==> src/rtl/hilo_muldiv_unit.sv <==
// hilo_muldiv_unit: iterative shift-add multiplier / restoring divider owning the HI/LO pair.
// Define HILO_MULDIV_DIV_EN to compile in the divider datapath and the DIV/DIVU opcodes.
module hilo_muldiv_unit #(
  parameter int WIDTH = 32,
  parameter int CNT_W = $clog2(WIDTH + 1)
) (
  input  logic             clk,
  input  logic             rst,
  input  logic             req_valid,
  output logic             req_ready,
  input  logic [2:0]       req_op,
  input  logic [WIDTH-1:0] req_a,
  input  logic [WIDTH-1:0] req_b,
  input  logic             cancel,
  output logic             busy,
  output logic             done,
  output logic [WIDTH-1:0] hi_out,
  output logic [WIDTH-1:0] lo_out
);
  typedef enum logic [1:0] {S_IDLE = 2'd0, S_BUSY = 2'd1, S_FIN = 2'd2} state_e;

  localparam logic [2:0] OP_MULT  = 3'b000;
  localparam logic [2:0] OP_MULTU = 3'b001;
  localparam logic [2:0] OP_MTHI  = 3'b100;
  localparam logic [2:0] OP_MTLO  = 3'b101;
  localparam logic [CNT_W-1:0] CNT_LAST = CNT_W'(WIDTH - 1);

  state_e           state_q, state_d;
  logic [CNT_W-1:0] cnt_q, cnt_d;
  logic [WIDTH-1:0] acc_hi_q, acc_hi_d;
  logic [WIDTH-1:0] acc_lo_q, acc_lo_d;
  logic [WIDTH-1:0] opd_q, opd_d;
  logic             neg_q, neg_d;
  logic [WIDTH-1:0] hi_q, hi_d;
  logic [WIDTH-1:0] lo_q, lo_d;
  logic             done_q, done_d;
  logic             busy_q, busy_d;

  logic               accept;
  logic               a_neg, b_neg;
  logic [WIDTH-1:0]   a_mag, b_mag;
  logic [WIDTH:0]     mul_sum;
  logic [2*WIDTH-1:0] prod_res;

  assign req_ready = (state_q == S_IDLE);
  assign accept    = req_valid && req_ready && !cancel;

  // Signed opcodes (MULT, DIV) are the even codes; only they take magnitudes.
  assign a_neg = ~req_op[0] & req_a[WIDTH-1];
  assign b_neg = ~req_op[0] & req_b[WIDTH-1];
  assign a_mag = a_neg ? -req_a : req_a;
  assign b_mag = b_neg ? -req_b : req_b;

  assign mul_sum  = {1'b0, acc_hi_q} + (acc_lo_q[0] ? {1'b0, opd_q} : '0);
  assign prod_res = neg_q ? -{acc_hi_q, acc_lo_q} : {acc_hi_q, acc_lo_q};

`ifdef HILO_MULDIV_DIV_EN
  localparam logic [2:0] OP_DIV  = 3'b010;
  localparam logic [2:0] OP_DIVU = 3'b011;

  logic             is_div_q, is_div_d;
  logic             neg_rem_q, neg_rem_d;
  logic [WIDTH-1:0] a_raw_q, a_raw_d;
  logic [WIDTH:0]   div_sh;
  logic             div_ge;
  logic [WIDTH-1:0] div_sub, quo_res, rem_res;

  // Partial remainder stays below the divisor, so the difference always fits WIDTH bits.
  assign div_sh  = {acc_hi_q, acc_lo_q[WIDTH-1]};
  assign div_ge  = (div_sh >= {1'b0, opd_q});
  assign div_sub = WIDTH'(div_sh - {1'b0, opd_q});
  assign quo_res = neg_q ? -acc_lo_q : acc_lo_q;
  assign rem_res = neg_rem_q ? -acc_hi_q : acc_hi_q;
`endif

  always_comb begin
    state_d  = state_q;
    cnt_d    = cnt_q;
    acc_hi_d = acc_hi_q;
    acc_lo_d = acc_lo_q;
    opd_d    = opd_q;
    neg_d    = neg_q;
    hi_d     = hi_q;
    lo_d     = lo_q;
    done_d   = 1'b0;
    busy_d   = 1'b0;
`ifdef HILO_MULDIV_DIV_EN
    is_div_d  = is_div_q;
    neg_rem_d = neg_rem_q;
    a_raw_d   = a_raw_q;
`endif
    case (state_q)
      S_IDLE: begin
        if (accept) begin
          case (req_op)
            OP_MTHI: begin
              hi_d   = req_a;
              done_d = 1'b1;
            end
            OP_MTLO: begin
              lo_d   = req_a;
              done_d = 1'b1;
            end
            OP_MULT, OP_MULTU: begin
              state_d  = S_BUSY;
              cnt_d    = '0;
              busy_d   = 1'b1;
              acc_hi_d = '0;
              acc_lo_d = b_mag;
              opd_d    = a_mag;
              neg_d    = a_neg ^ b_neg;
`ifdef HILO_MULDIV_DIV_EN
              is_div_d = 1'b0;
`endif
            end
`ifdef HILO_MULDIV_DIV_EN
            OP_DIV, OP_DIVU: begin
              state_d   = S_BUSY;
              cnt_d     = '0;
              busy_d    = 1'b1;
              acc_hi_d  = '0;
              acc_lo_d  = a_mag;
              opd_d     = b_mag;
              neg_d     = a_neg ^ b_neg;
              is_div_d  = 1'b1;
              neg_rem_d = a_neg;
              a_raw_d   = req_a;
            end
`endif
            default: ;
          endcase
        end
      end
      S_BUSY: begin
        if (cancel) begin
          state_d = S_IDLE;
        end else begin
          cnt_d    = cnt_q + CNT_W'(1);
          busy_d   = (cnt_q != CNT_LAST);
          acc_hi_d = mul_sum[WIDTH:1];
          acc_lo_d = {mul_sum[0], acc_lo_q[WIDTH-1:1]};
`ifdef HILO_MULDIV_DIV_EN
          if (is_div_q) begin
            acc_hi_d = div_ge ? div_sub : div_sh[WIDTH-1:0];
            acc_lo_d = {acc_lo_q[WIDTH-2:0], div_ge};
          end
`endif
          if (cnt_q == CNT_LAST) state_d = S_FIN;
        end
      end
      S_FIN: begin
        state_d = S_IDLE;
        if (!cancel) begin
          done_d = 1'b1;
          hi_d   = prod_res[2*WIDTH-1:WIDTH];
          lo_d   = prod_res[WIDTH-1:0];
`ifdef HILO_MULDIV_DIV_EN
          if (is_div_q) begin
            // Zero divisor: quotient saturates, dividend passes through untouched.
            if (opd_q == '0) begin
              hi_d = a_raw_q;
              lo_d = '1;
            end else begin
              hi_d = rem_res;
              lo_d = quo_res;
            end
          end
`endif
        end
      end
      default: state_d = S_IDLE;
    endcase
  end

  always_ff @(posedge clk) begin
    if (rst) begin
      state_q  <= S_IDLE;
      cnt_q    <= '0;
      acc_hi_q <= '0;
      acc_lo_q <= '0;
      opd_q    <= '0;
      neg_q    <= 1'b0;
      hi_q     <= '0;
      lo_q     <= '0;
      done_q   <= 1'b0;
      busy_q   <= 1'b0;
`ifdef HILO_MULDIV_DIV_EN
      is_div_q  <= 1'b0;
      neg_rem_q <= 1'b0;
      a_raw_q   <= '0;
`endif
    end else begin
      state_q  <= state_d;
      cnt_q    <= cnt_d;
      acc_hi_q <= acc_hi_d;
      acc_lo_q <= acc_lo_d;
      opd_q    <= opd_d;
      neg_q    <= neg_d;
      hi_q     <= hi_d;
      lo_q     <= lo_d;
      done_q   <= done_d;
      busy_q   <= busy_d;
`ifdef HILO_MULDIV_DIV_EN
      is_div_q  <= is_div_d;
      neg_rem_q <= neg_rem_d;
      a_raw_q   <= a_raw_d;
`endif
    end
  end

  assign hi_out = hi_q;
  assign lo_out = lo_q;
  assign done   = done_q;
  assign busy   = busy_q;

endmodule

==> config.mk <==
export PLATFORM = sky130hd
export DESIGN_NAME = hilo_muldiv_unit
export DESIGN_NICKNAME = d
export VERILOG_FILES = /design/src/rtl/hilo_muldiv_unit.sv
export SDC_FILE = /design/constraint.sdc
export NUM_CORES = 1
export LEC_CHECK = 0
export ABC_AREA = 1
export BUFFER_PORTS_ARGS = -buffer_cell sky130_fd_sc_hd__buf_4
export CAP_MARGIN = 20
export CORE_ASPECT_RATIO = 0.9
export CORE_MARGIN = 10
export CORE_UTILIZATION = 35
export CTS_BUF_LIST = sky130_fd_sc_hd__clkbuf_2
export CTS_CLUSTER_SIZE = 25
export DETAILED_ROUTE_END_ITERATION = 16
export MAX_ROUTING_LAYER = met4
export SKIP_CTS_REPAIR_TIMING = 1
export SLEW_MARGIN = 20
export SYNTH_ARGS = -nofsm -noshare
export SYNTH_HDL_FRONTEND = slang
export SYNTH_SLANG_ARGS = --single-unit
==> constraint.sdc <==
create_clock -name clk -period 6.75 [get_ports clk]
set_input_delay 0.675 -clock clk [delete_from_list [all_inputs] [get_ports clk]]
set_output_delay 0.675 -clock clk [all_outputs]
set_load 0.01 [all_outputs]
# --- Word level (Yosys, flattened, before mapping) ---
# Index checks and enable logic that the tools add are counted.
op_classes:
  addsub: 5
  n_eq_ne: 14
  n_mux: 37
  bitwise: 4
  reduce_logical: 14
op_table:
  columns: ["operator", "n"]
  rows:
  - ["2-to-1 mux 32 bit", 15]
  - ["case mux 32 bit (2 select lines)", 4]
  - ["2-to-1 mux 64 bit", 1]
  - ["negation 32 bit", 2]
  - ["negation 64 bit", 1]
  - ["adder 32 x 32 -> 33 bit", 1]
  - ["2-to-1 mux 6 bit", 3]
  - ["case mux 6 bit (2 select lines)", 1]
  - ["AND reduction 4 bit", 3]
  - ["2-to-1 mux 2 bit", 4]
  - ["!= test 2 x 1 -> 1 bit, second input constant", 4]
  - ["adder 6 x 1 -> 6 bit, second input constant", 1]
  - ["== test 3 bit, second input constant", 2]
  - ["== test 6 x 5 -> 1 bit, second input constant", 1]
  - ["2-to-1 mux 1 bit", 6]
  - ["!= test 6 x 5 -> 1 bit, second input constant", 1]
  - ["AND reduction 3 bit", 2]
  - ["!= test 2 bit, second input constant", 2]
  - ["case mux 1 bit (2 select lines)", 2]
  - ["case mux 2 bit (2 select lines)", 1]
  - ["nonzero test 2 bit", 2]
  - ["OR reduction 2 bit", 2]
  - ["== test 3 x 1 -> 1 bit, second input constant", 1]
  - ["zero test 3 bit", 1]
  - ["9 further kinds", 11]
totals:
  ff_bits: 171
  input_bits: 71
  output_inout_bits: 67
  word_cells: 84

# --- Depth between registers and ports, before layout ---
# Gate-level depths: netlist (run 1).
depth:
  depth_word: 6
  mapped_depth: 18
  depth_no_buf: 16

# --- Least setup slack after synthesis (run 1) ---
# Ideal clock, no wire load.
synth_path:
  kind: "flip-flop to flip-flop"
  start: "reg acc_lo_q[0]"
  end: "reg acc_hi_q[31]"
  t_arrival_ns: 2.254
  required_ns: 6.680
  slack_ns: 4.426
  stages_incl_launch_ff: 19
  synth_period_minus_slack_ns: 2.324
  cell_sequence: "dfxtp_1 -> buf_6 -> clkbuf_1 -> nand2_1 -> inv_1 -> ha_1 -> inv_1 -> fa_1 -> inv_1 -> nand3_1 -> nand3_1 -> nand2_1 -> nand2_1 -> nand2_1 -> nand3_1 -> nand2_1 -> nand2_1 -> nand2_1 -> a21oi_1"
synth_between:
  elab_chain_len: 4
synth_rtl:
  columns: ["element", "line", "source"]
  rows:
  - ["start, declared", "31", "logic [WIDTH-1:0] acc_lo_q, acc_lo_d;"]
  - ["start signal, assigned", "196", "acc_lo_q <= acc_lo_d;"]
  - ["2-to-1 mux 32 bit", "54", "assign mul_sum = {1'b0, acc_hi_q} + (acc_lo_q[0] ? {1'b0, opd_q} : '0);"]
  - ["adder 32 x 32 -> 33 bit", "54", null]
  - ["2-to-1 mux 32 bit", "135", "if (cancel) begin"]
  - ["case mux 32 bit (2 select lines)", "92", "case (state_q)"]
  - ["end signal, assigned", "195", "acc_hi_q <= acc_hi_d;"]
  - ["end, declared", "30", "logic [WIDTH-1:0] acc_hi_q, acc_hi_d;"]
# Every way passes these cells. The select of a mux whose other input is x is not followed.
# A chain may end at the register's enable or synchronous reset.

# --- Worst setup path after layout (run 1) ---
layout_path:
  start: "reg state_q[0]"
  end: "reg acc_lo_q[11]"
layout_between:
  elab_chain_len: 5
  word_cells_on_any_way: 10
  classes_between: "4 x eq/ne; 1 x mux; 5 x reduce/logical"
layout_rtl:
  columns: ["element", "line", "source"]
  rows:
  - ["start, declared", "28", "state_e state_q, state_d;"]
  - ["start signal, assigned", "193", "state_q <= state_d;"]
  - ["zero test 2 bit", "45, 92", null]
  - ["logical AND 1 bit (2 in series)", "46", "assign accept = req_valid && req_ready && !cancel;"]
  - ["!= test 2 x 1 -> 1 bit (no source line)", null, null]
  - ["AND reduction 4 bit (no source line)", null, null]
# Several ways; a longest one is shown, not always the timed one.

==> summary.md, run 1 <==
| Metric | Value |
|---|---|
| Outcome | `complete, no violations` |
| Via count | `15656` |
| Most frequent cells in the layout | `nand2_1 (619), nor2_1 (315), inv_1 (296)` |
| Setup crit start kind | `flip-flop` |
| Mapped Nets | `roughly 2500` |
| Synth Area in Compound Gates | `17.4%` |
| Minimum clock period | `3.78 ns` |
| GRT Overall Usage | `between 20% and 30%` |
| H-tree levels | `4` |
| Initial antenna violation count | `1` |
| Unique masters post-synth | `46` |
| Grt total ovfl | `0` |
| Crit. End Element | `flip-flop` |
| Synth Area in Adders | `3.48%` |
| Root buffer cell | `clkbuf_2` |
| First-pass GRT wire length | `86600 µm` |
| Post-Synth XOR/XNOR Area | `1.69%` |
| Final nets | `approximately 2500` |
| Critical path, cell by cell | `inv_2, nor2_2, buf_4, inv_2, nor2_4, inv_2, nand2_4, inv_2, buf_4, nor2_2, nand3_1, nand2_1` |
| Buffers on Ports | `about 140` |
| Period utilization | `55.9%` |
| Die area | `46900 µm²` |
| Sequential fraction of the synthesis area | `about 25%` |
| Synthesized area per cell | `between 5 and 6 µm²` |
| Pwr/cell area | `144 nW/µm²` |
| CP max stage cell | `nor2_4` |
| Total CTS buffers | `17` |
| Chip height | `between 200 and 250 µm` |
| P&R area growth vs syn | `12.3%` |
| Post-Place Cells | `2894` |
| Initial Utilization | `35.4%` |
| Final setup viols | `0` |
| Layout cell share with drive strength beyond 1 | `between 10% and 20%` |
| Combinational family with the most area after synthesis | `simple AND/OR/NAND/NOR gates` |
| Wirelength per Cell | `19.6 µm` |
| Fin. max-slew vios | `0` |
| # Max-Cap Violations | `0` |
| Antenna Violating Nets Remaining | `0` |
| Drt initial violations | `1832` |
| Leakage | `about 8 nW` |
| Critical path class | `flip-flop to flip-flop` |
| Setup TNS Final | `0 ns` |
| Design Power | `2.19 mW` |
| Non-filler cells, final | `between 2000 and 3000` |
| Clk_lat worst skew | `0.94 ns` |
| Asr flop ratio synth | `0%` |
| Post-Route Utilization | `a little under 40%` |
| Crit path largest cell delay | `0.75 ns` |
| Number of detailed-route iterations in the first pass | `8` |
| Final hold viol count | `0` |
| CP most frequent cell | `inv_2` |
| Core area | `38200 µm²` |
| WP data required | `roughly 7.6 ns` |
| Drt drc | `0` |
| RSZ-0062 raised after global routing | `false` |
| Clock Path Buffers | `2` |
| Clock tree sinks | `between 150 and 200` |
| GP Congestion | `0.964` |
| Post-synthesis cell area | `13500 µm²` |
| Post-synthesis mux area share | `0%` |
| PnR worst setup slack | `2.97 ns` |
| Highest clock rate | `approximately 260 MHz` |
| Synthesized-area fraction occupied by and/or/nand/nor cells | `40.5%` |
| Routed wire length | `57600 µm` |
| Number of synthesized register bits | `~170` |
| Clock skew | `0.0602 ns` |
| Pre-CTS setup slack | `3.00 ns` |
| Number of synthesized flops with an enable pin | `0` |
| Vias in the first global route | `between 10000 and 15000` |
| Mapped Cells | `2342` |
| Arr. time, crit path | `roughly 4.7 ns` |
| Synth Flop Type | `dfxtp_1` |
| Most common cell after layout, fill and taps aside | `nand2_1` |
| Maximum vdd drop | `roughly 0.1 mV` |
| Largest net degree at the start of global routing | `116` |
| Die W | `227 µm` |
| Slew margin rel. | `41.3%` |
| Max Fanout on Critical Path | `41` |
| IO Count | `between 100 and 150` |
| Vias/cell | `~5.3` |
| Row count | `68` |
| # fillers | `between 4000 and 5000` |
| Final HPWL DP | `45800 µm` |
| Hold WC Path Type | `input pin to flip-flop` |
| Worst-margin pin slew | `about 0.88 ns` |
| Clock slew at reported path FFs | `between 0.3 and 0.4 ns` |
| CTS tree | `done` |
| Synth Warn # | `0` |
critical path: cells and delay by family (launching register included):
family | cells | cell delay, ns
DFF | 1 | 0.47
buffers and inverters | 6 | 1.72
and+or+nand+nor | 6 | 1.54
flip-flops by register name, indices dropped and copies added, names as in the netlist:
name      flops
acc_hi_q     32
acc_lo_q     32
busy          1
cnt_q         6
done          1
hi_out       32
lo_out       32
neg_q         1
opd_q        32
state_q       2
cells by family (layout without fill, tap and decap cells):
| kind of cell | Yosys count | after routing |
|---|---|---|
| and+or+nand+nor | 1283 | 1283 |
| AOI/OAI and AO/OA | 427 | 427 |
| buffers and inverters | 398 | 495 |
| DFF | 171 | 171 |
| adders and majority gates | 37 | 37 |
| xor gates and xnor gates | 26 | 26 |
| other | 0 | 4 |
path summary, 6_finish.rpt:
path	startpoint	cells past startpoint	to	slack, ns
hold / removal	req_a[19]	5	opd_q[19]	0.005
hold reg to reg	cnt_q[1]	2	cnt_q[1]	0.52
setup / recovery	state_q[0]	12	acc_lo_q[11]	2.97
setup reg to reg	state_q[0]	12	acc_lo_q[11]	2.97
power by group:
part	total, mW	leakage, nW	switching (mW)	internal, mW
clock	0.624	0.155	0.487	0.137
combinational	0.488	6.28	0.333	0.155
sequential	1.07	1.39	0.0311	1.04
total	2.19	7.82	0.851	1.33
through the flow:
stage                     hold WS (ns)  instance area, µm²
final                          0.00508               15200
after global routing           0.00138               15200
after CTS                      -0.0183               15100
after detailed placement         0.485               14800
after global placement           0.472               14800
after floorplan                  0.449               13500
cell usage after synthesis (5+ instances only):
| master | instances | area (µm²) |
|---|---|---|
| nor2_2 | 7 | 43.8 |
| o21ai_0 | 148 | 741 |
| buf_1 | 5 | 18.8 |
| ha_1 | 36 | 450 |
| o21ai_1 | 15 | 75.1 |
| nand2_1 | 619 | 2320 |
| o21a_1 | 11 | 82.6 |
| xor2_1 | 23 | 201 |
| o211ai_1 | 5 | 37.5 |
| or2_2 | 11 | 68.8 |
| nand3b_1 | 16 | 120 |
| dfxtp_1 | 171 | 3420 |
| nor3_1 | 24 | 120 |
| a221oi_2 | 5 | 75.1 |
| o21bai_1 | 12 | 90.1 |
| nand3_1 | 225 | 1130 |
| nand2_2 | 6 | 37.5 |
| clkbuf_1 | 38 | 143 |
| a21oi_1 | 206 | 1030 |
| nor2_4 | 7 | 78.8 |
| a31oi_1 | 5 | 31.3 |
| buf_4 | 6 | 45.0 |
| buf_2 | 35 | 175 |
| nor2_1 | 318 | 1190 |
| inv_1 | 296 | 1110 |
| inv_2 | 15 | 56.3 |
| nand4_1 | 34 | 213 |
layout make-up:
type / count / area [µm²] / area share (%)
Antenna cell: 4 / 10.0 / 0.0660
Multi-Input combinational cell: 1773 / 8530 / 56.2
Tap cell: 490 / 613 / 4.04
Sequential cell: 171 / 3420 / 22.6
Timing Repair Buffer: 150 / 1150 / 7.58
Inverter: 313 / 1180 / 7.75
Clock inverter: 15 / 185 / 1.22
Clock buffer: 17 / 85.1 / 0.561
routing by layer:
metal,vias to the layer above,wire length [µm],GRT usage (%)
met1,7275,27500,35.5
met5,-,0,-
li1,7727,-,-
met2,597,24200,35.4
met4,0,1130,6.33
met3,57,4760,3.93
(Power assumes the default switching activity.)
==> run 2, diff against run 1 <==
clock period = 3.15 ns   (was 6.75 ns; I/O delays follow)
==> summary.md, run 2 (synthesis gave the netlist of run 1 again) <==
| Metric | Value |
|---|---|
| Post-Route Utilization | `42.0% (+2.3 points)` |
| Critical path class | `flip-flop to flip-flop` |
| Period utilization | `83.1% (+27 points)` |
| Number of detailed-route iterations in the first pass | `5 (-3)` |
| Clock Power Share | `30.2% (+1.7 points)` |
| Post-Place Cells | `2907 (+0.45%)` |
| Buffers on Ports | `137 (unchanged)` |
| Clock slew at reported path FFs | `0.31 ns (-0.02 ns)` |
| WP buf/inv | `4 (-2)` |
| Internal | `3.18 mW (+140%)` |
| Crit. End Element | `flip-flop` |
| Slew margin rel. | `40.9% (-0.38 points)` |
| Crit-path leading delay family | `simple AND/OR/NAND/NOR gates` |
| Die W | `227 µm (unchanged)` |
| Total CTS buffers | `17 (unchanged)` |
| Antenna Violating Nets Remaining | `0 (unchanged)` |
| Setup TNS Final | `0 ns (unchanged)` |
| Crit path launch | `acc_lo_q[0]` |
| CP max stage cell | `dfxtp_1` |
| PnR worst setup slack | `0.532 ns (-2.44 ns)` |
| Clock Path Buffers | `2 (unchanged)` |
| Non-filler cells, final | `3015 (+2.8%)` |
| Hold_sp | `req_a[2]` |
| Worst r2r src | `acc_lo_q[0]` |
| Post-route cell area | `16100 µm² (+5.8%)` |
| Leakage | `8.22 nW (+5.2%)` |
| Setup crit start kind | `flip-flop` |
| RSZ-0062 raised after global routing | `false` |
| Most common cell after layout, fill and taps aside | `nand2_1` |
| Post-DP Area | `15000 µm² (+0.99%)` |
| Critical path, cell by cell | `buf_12, nand2_1, inv_1, ha_1, inv_1, fa_1, inv_1, nand3_1, nand3_1, nand2_1, nand2_1, nand2_1, nand3_1, nand2_1, nand2_1, nand2_1, a21oi_1` |
| Most frequent cells in the layout | `nand2_1 (619), nor2_1 (315), inv_1 (296)` |
| Final setup viols | `0 (unchanged)` |
| Fin. max-slew vios | `0 (unchanged)` |
| Largest net degree at the start of global routing | `79 (-32%)` |
| Drt initial violations | `1606 (-12%)` |
| H-tree levels | `4 (unchanged)` |
| CTS tree | `done` |
| Drt drc | `0 (unchanged)` |
| Initial Utilization | `35.4% (unchanged)` |
| Crit path largest cell delay | `0.43 ns (-0.32 ns)` |
| Crit. path cell count | `17 (+5)` |
| Clock skew | `0.0625 ns (+0.00229 ns)` |
| Initial antenna violation count | `1 (unchanged)` |
| RR Endpoint | `acc_hi_q[31]` |
| Outcome | `complete, no violations` |
| Vias/cell | `5.34 (about the same)` |
| Layout cell share with drive strength beyond 1 | `10.2% (+0.095 points)` |
| Max Fanout on Critical Path | `35 (-15%)` |
| Die area | `46900 µm² (unchanged)` |
| Via count | `16103 (+2.9%)` |
| Design Power | `4.91 mW (+120%)` |
| Row count | `68 (unchanged)` |
| # Max-Cap Violations | `0 (unchanged)` |
| Clock tree sinks | `171 (unchanged)` |
| Hold Slack | `0.0129 ns (+0.00785 ns)` |
| Worst-margin pin slew | `0.886 ns (+0.00775 ns)` |
| Final nets | `2620 (+3.4%)` |
| Sw Share | `35.2% (-3.7 points)` |
| IO Count | `138 (unchanged)` |
| Worst Setup EP | `acc_hi_q[31]` |
| WP data required | `4.00 ns (-3.63 ns)` |
| Wirelength per Cell | `20.2 µm (+2.9%)` |
| CP most frequent cell | `nand2_1` |
| Grt total ovfl | `0 (unchanged)` |
| R2R cell count | `17 (+5)` |
| Chip height | `206 µm (unchanged)` |
| Pwr/cell area | `306 nW/µm² (+110%)` |
| Clk_lat worst skew | `0.89 ns (-0.05 ns)` |
| Minimum clock period | `2.62 ns (-1.16 ns)` |
| P&R area growth vs syn | `18.8%` |
| Seq pwr share | `46.9% (-2.2 points)` |
| Routed wire length | `60900 µm (+5.7%)` |
| Power share of the combinational group | `22.9% (+0.6 points)` |
| Highest clock rate | `382 MHz (+44%)` |
| Root buffer cell | `clkbuf_2` |
| Maximum vdd drop | `0.204 mV (+110%)` |
| Vias in the first global route | `14333 (-0.042%)` |
| Reg2Reg Setup Slack | `0.53 ns (-2.44 ns)` |
| GP Congestion | `0.979 (+1.6%)` |
| Final HPWL DP | `48100 µm (+5.0%)` |
| Final hold viol count | `0 (unchanged)` |
| Hold WC Path Type | `input pin to flip-flop` |
| Net switching power | `1.73 mW (+100%)` |
| Pre-CTS setup slack | `0.621 ns (-2.38 ns)` |
| Core area | `38200 µm² (unchanged)` |
| GRT Overall Usage | `25.6% (+0.81 points)` |
| Arr. time, crit path | `3.46 ns (-1.19 ns)` |
| First-pass GRT wire length | `88300 µm (+2.0%)` |
==> run 2: layer usage <==
metal,up-vias,track usage (%),share of wire [%]
met5,-,-,0
li1,7892,-,-
met3,78,4.16,8.1
met2,672,35.7,41
met4,0,8.11,2.8
met1,7461,36.7,48
==> run 2: final cells by class <==
class,count,area [µm²]
fill,4255,22100
multi-input combinational,1773,8530
sequential,171,3420
timing repair buffer,236,2010
inverter,313,1170
tap,490,613
clock inverter,13,208
clock buffer,18,90.1
antenna,1,2.50
==> run 2: power by group through the flow <==
stage,Sequential (mW),Clock [mW],Combinational (mW)
floorplan,2.32,0,0.641
global placement,2.34,0,1.03
detailed placement,2.34,0,1.03
CTS,2.30,1.51,1.04
global route,2.31,1.57,1.23
finish,2.30,1.48,1.12
==> run 2: worst reg2reg max path: cells and delay by family (launching register included) <==
family	cells	cell delay (ns)
adders and majority gates	2	0.59
AOI/OAI and AO/OA	1	0.12
DFF	1	0.43
buffers and inverters	4	0.46
and+or+nand+nor	10	0.98
==> run 2: worst min-delay path by stage <==
stage | to | slack, ns | cells after the start
global placement | cnt_q[1] | 0.47 | 2
floorplan | done | 0.40 | 1
CTS | acc_lo_q[0] | -0.39 | 3
finish | hi_out[2] | 0.01 | 5
detailed placement | opd_q[2] | 0.49 | 2
global route | hi_out[2] | 0.009 | 5
==> run 3, diff against run 2 <==
clock period = 2.4 ns   (was 3.15 ns; I/O delays follow)
==> summary.md, run 3 (synthesis gave the netlist of run 1 again) <==
| Metric | Value |
|---|---|
| Max Fanout on Critical Path | `5 (-86%)` |
| Root buffer cell | `clkbuf_2` |
| Arr. time, crit path | `3.14 ns (-0.32 ns)` |
| Largest net degree at the start of global routing | `79 (unchanged)` |
| Slew margin rel. | `41.0% (+0.050 points)` |
| P&R area growth vs syn | `24.3%` |
| Highest clock rate | `430 MHz` |
| H-tree levels | `4 (unchanged)` |
| Design Power | `6.28 mW (+28%)` |
| Final HPWL DP | `47200 µm (-1.7%)` |
| Number of detailed-route iterations in the first pass | `6 (+1)` |
| Critical path class | `input pin to flip-flop` |
| Crit path largest cell delay | `0.58 ns (+0.15 ns)` |
| Row count | `68 (unchanged)` |
| Most common cell after layout, fill and taps aside | `nand2_1` |
| Period utilization | `96.9%` |
| Clock tree sinks | `171 (unchanged)` |
| Initial Utilization | `35.4% (unchanged)` |
| Buffers on Ports | `137 (unchanged)` |
| Setup crit start kind | `input pin` |
| Final nets | `2680 (+2.3%)` |
| Pre-CTS setup slack | `0.117 ns (-0.504 ns)` |
| RSZ-0062 raised after global routing | `true` |
| Worst-margin pin slew | `0.876 ns (-0.0100 ns)` |
| Drt initial violations | `1878 (+17%)` |
| Core area | `38200 µm² (unchanged)` |
| Grt total ovfl | `0 (unchanged)` |
| Final setup viols | `0 (unchanged)` |
| Final hold viol count | `0 (unchanged)` |
| Chip height | `206 µm (unchanged)` |
| Clock slew at reported path FFs | `0.29 ns (-0.02 ns)` |
| GP Congestion | `0.983 (+0.36%)` |
| Leakage | `8.46 nW (+2.9%)` |
| GRT Overall Usage | `25.2% (-0.45 points)` |
| Outcome | `complete, no violations` |
| First-pass GRT wire length | `86700 µm (-1.8%)` |
| Drt drc | `0 (unchanged)` |
| Pwr/cell area | `374 nW/µm² (+22%)` |
| Initial antenna violation count | `2 (+1)` |
| Antenna Violating Nets Remaining | `0 (unchanged)` |
| Clock Path Buffers | `2 (unchanged)` |
| WP data required | `3.22 ns (-0.78 ns)` |
| Fin. max-slew vios | `0 (unchanged)` |
| Die area | `46900 µm² (unchanged)` |
| CP max stage cell | `dlygate4sd3_1` |
| # fillers | `4111 (-3.4%)` |
| Layout cell share with drive strength beyond 1 | `13.8% (+3.6 points)` |
| Routed wire length | `60400 µm (-0.89%)` |
| Vias in the first global route | `14172 (-1.1%)` |
| Die W | `227 µm (unchanged)` |
| Critical path, cell by cell | `dlygate4sd3_1, buf_4, inv_1, ha_1, nand3_2, nor2_2, nand3_1, nand2_1, o21ai_1, xor2_1, dlygate4sd3_1, o21bai_1, inv_1` |
| Maximum vdd drop | `0.236 mV (+16%)` |
| Vias/cell | `5.30 (-0.77%)` |
| Total CTS buffers | `17 (unchanged)` |
| PnR worst setup slack | `0.0746 ns (-0.457 ns)` |
| Minimum clock period | `2.33 ns` |
| CTS tree | `done` |
| # Max-Cap Violations | `0 (unchanged)` |
| Setup TNS Final | `0 ns (unchanged)` |
| Crit. End Element | `flip-flop` |
| Hold WC Path Type | `input pin to flip-flop` |
| Via count | `16303 (+1.2%)` |
| Clock skew | `0.0497 ns (-0.0128 ns)` |
| Wirelength per Cell | `19.6 µm (-2.9%)` |
| Reg2Reg Setup Slack | `0.10 ns (-0.43 ns)` |
| Most frequent cells in the layout | `nand2_1 (603), nor2_1 (303), inv_1 (296)` |
| IO Count | `138 (unchanged)` |
| Clk_lat worst skew | `0.89 ns (about the same)` |
run 3: cell count changes in the layout (fill, tap and decap cells not counted), moves of 16 or more:
cell	delta
nand2_2	+16
nand2_1	-16
dlygate4sd3_1	+18
buf_4	+38
ha_1	-17
run 3: cell type report:
type                            instances  area (µm²)  share of cell area (%)
Tap cell                              490         613                    3.65
Timing Repair Buffer                  296        2560                    15.3
Clock inverter                         14         154                   0.917
Antenna cell                            1        2.50                  0.0149
Multi-Input combinational cell       1773        8770                    52.2
Sequential cell                       171        3430                    20.4
Inverter                              313        1170                    7.00
Clock buffer                           18        90.1                   0.537
run 3: metal layers:
| layer | vias to the layer above | GRT usage, % | part of all wire [%] |
|---|---|---|---|
| met4 | 0 | 6.14 | 1.8 |
| met3 | 62 | 5.08 | 9.0 |
| met2 | 685 | 35.2 | 42 |
| li1 | 8027 | - | - |
| met1 | 7529 | 36.0 | 47 |
| met5 | - | - | 0 |
run 3: path summary, 6_finish.rpt:
path	from	to	cells past startpoint
setup / recovery	req_a[0]	opd_q[16]	13
hold / removal	req_b[11]	acc_lo_q[18]	8
setup reg to reg	acc_lo_q[0]	acc_hi_q[30]	12
hold reg to reg	cnt_q[1]	cnt_q[1]	2
run 3: through the flow:
stage	instances	cell area, µm²	hold slack [ns]	util, %
floorplan	2342	13500	0.330	-
global placement	2942	15300	0.472	40.0
detailed placement	2942	15300	0.477	40.0
CTS	2974	15500	-0.459	40.6
global route	3076	16800	0.00475	44.0
finish	3076	16800	0.0307	44.0
run 3: worst max-delay path, delay by kind of cell:
family | cells | cell delay [ns]
buf+inv | 5 | 1.57
simple gates | 4 | 0.69
fa+ha+maj | 1 | 0.24
compound gates | 2 | 0.24
xor+xnor | 1 | 0.16
run 3: power by group:
part	switching, mW	total [mW]	internal (mW)
clock network	1.27	1.70	0.432
registers	0.0878	3.02	2.93
logic	0.976	1.57	0.593
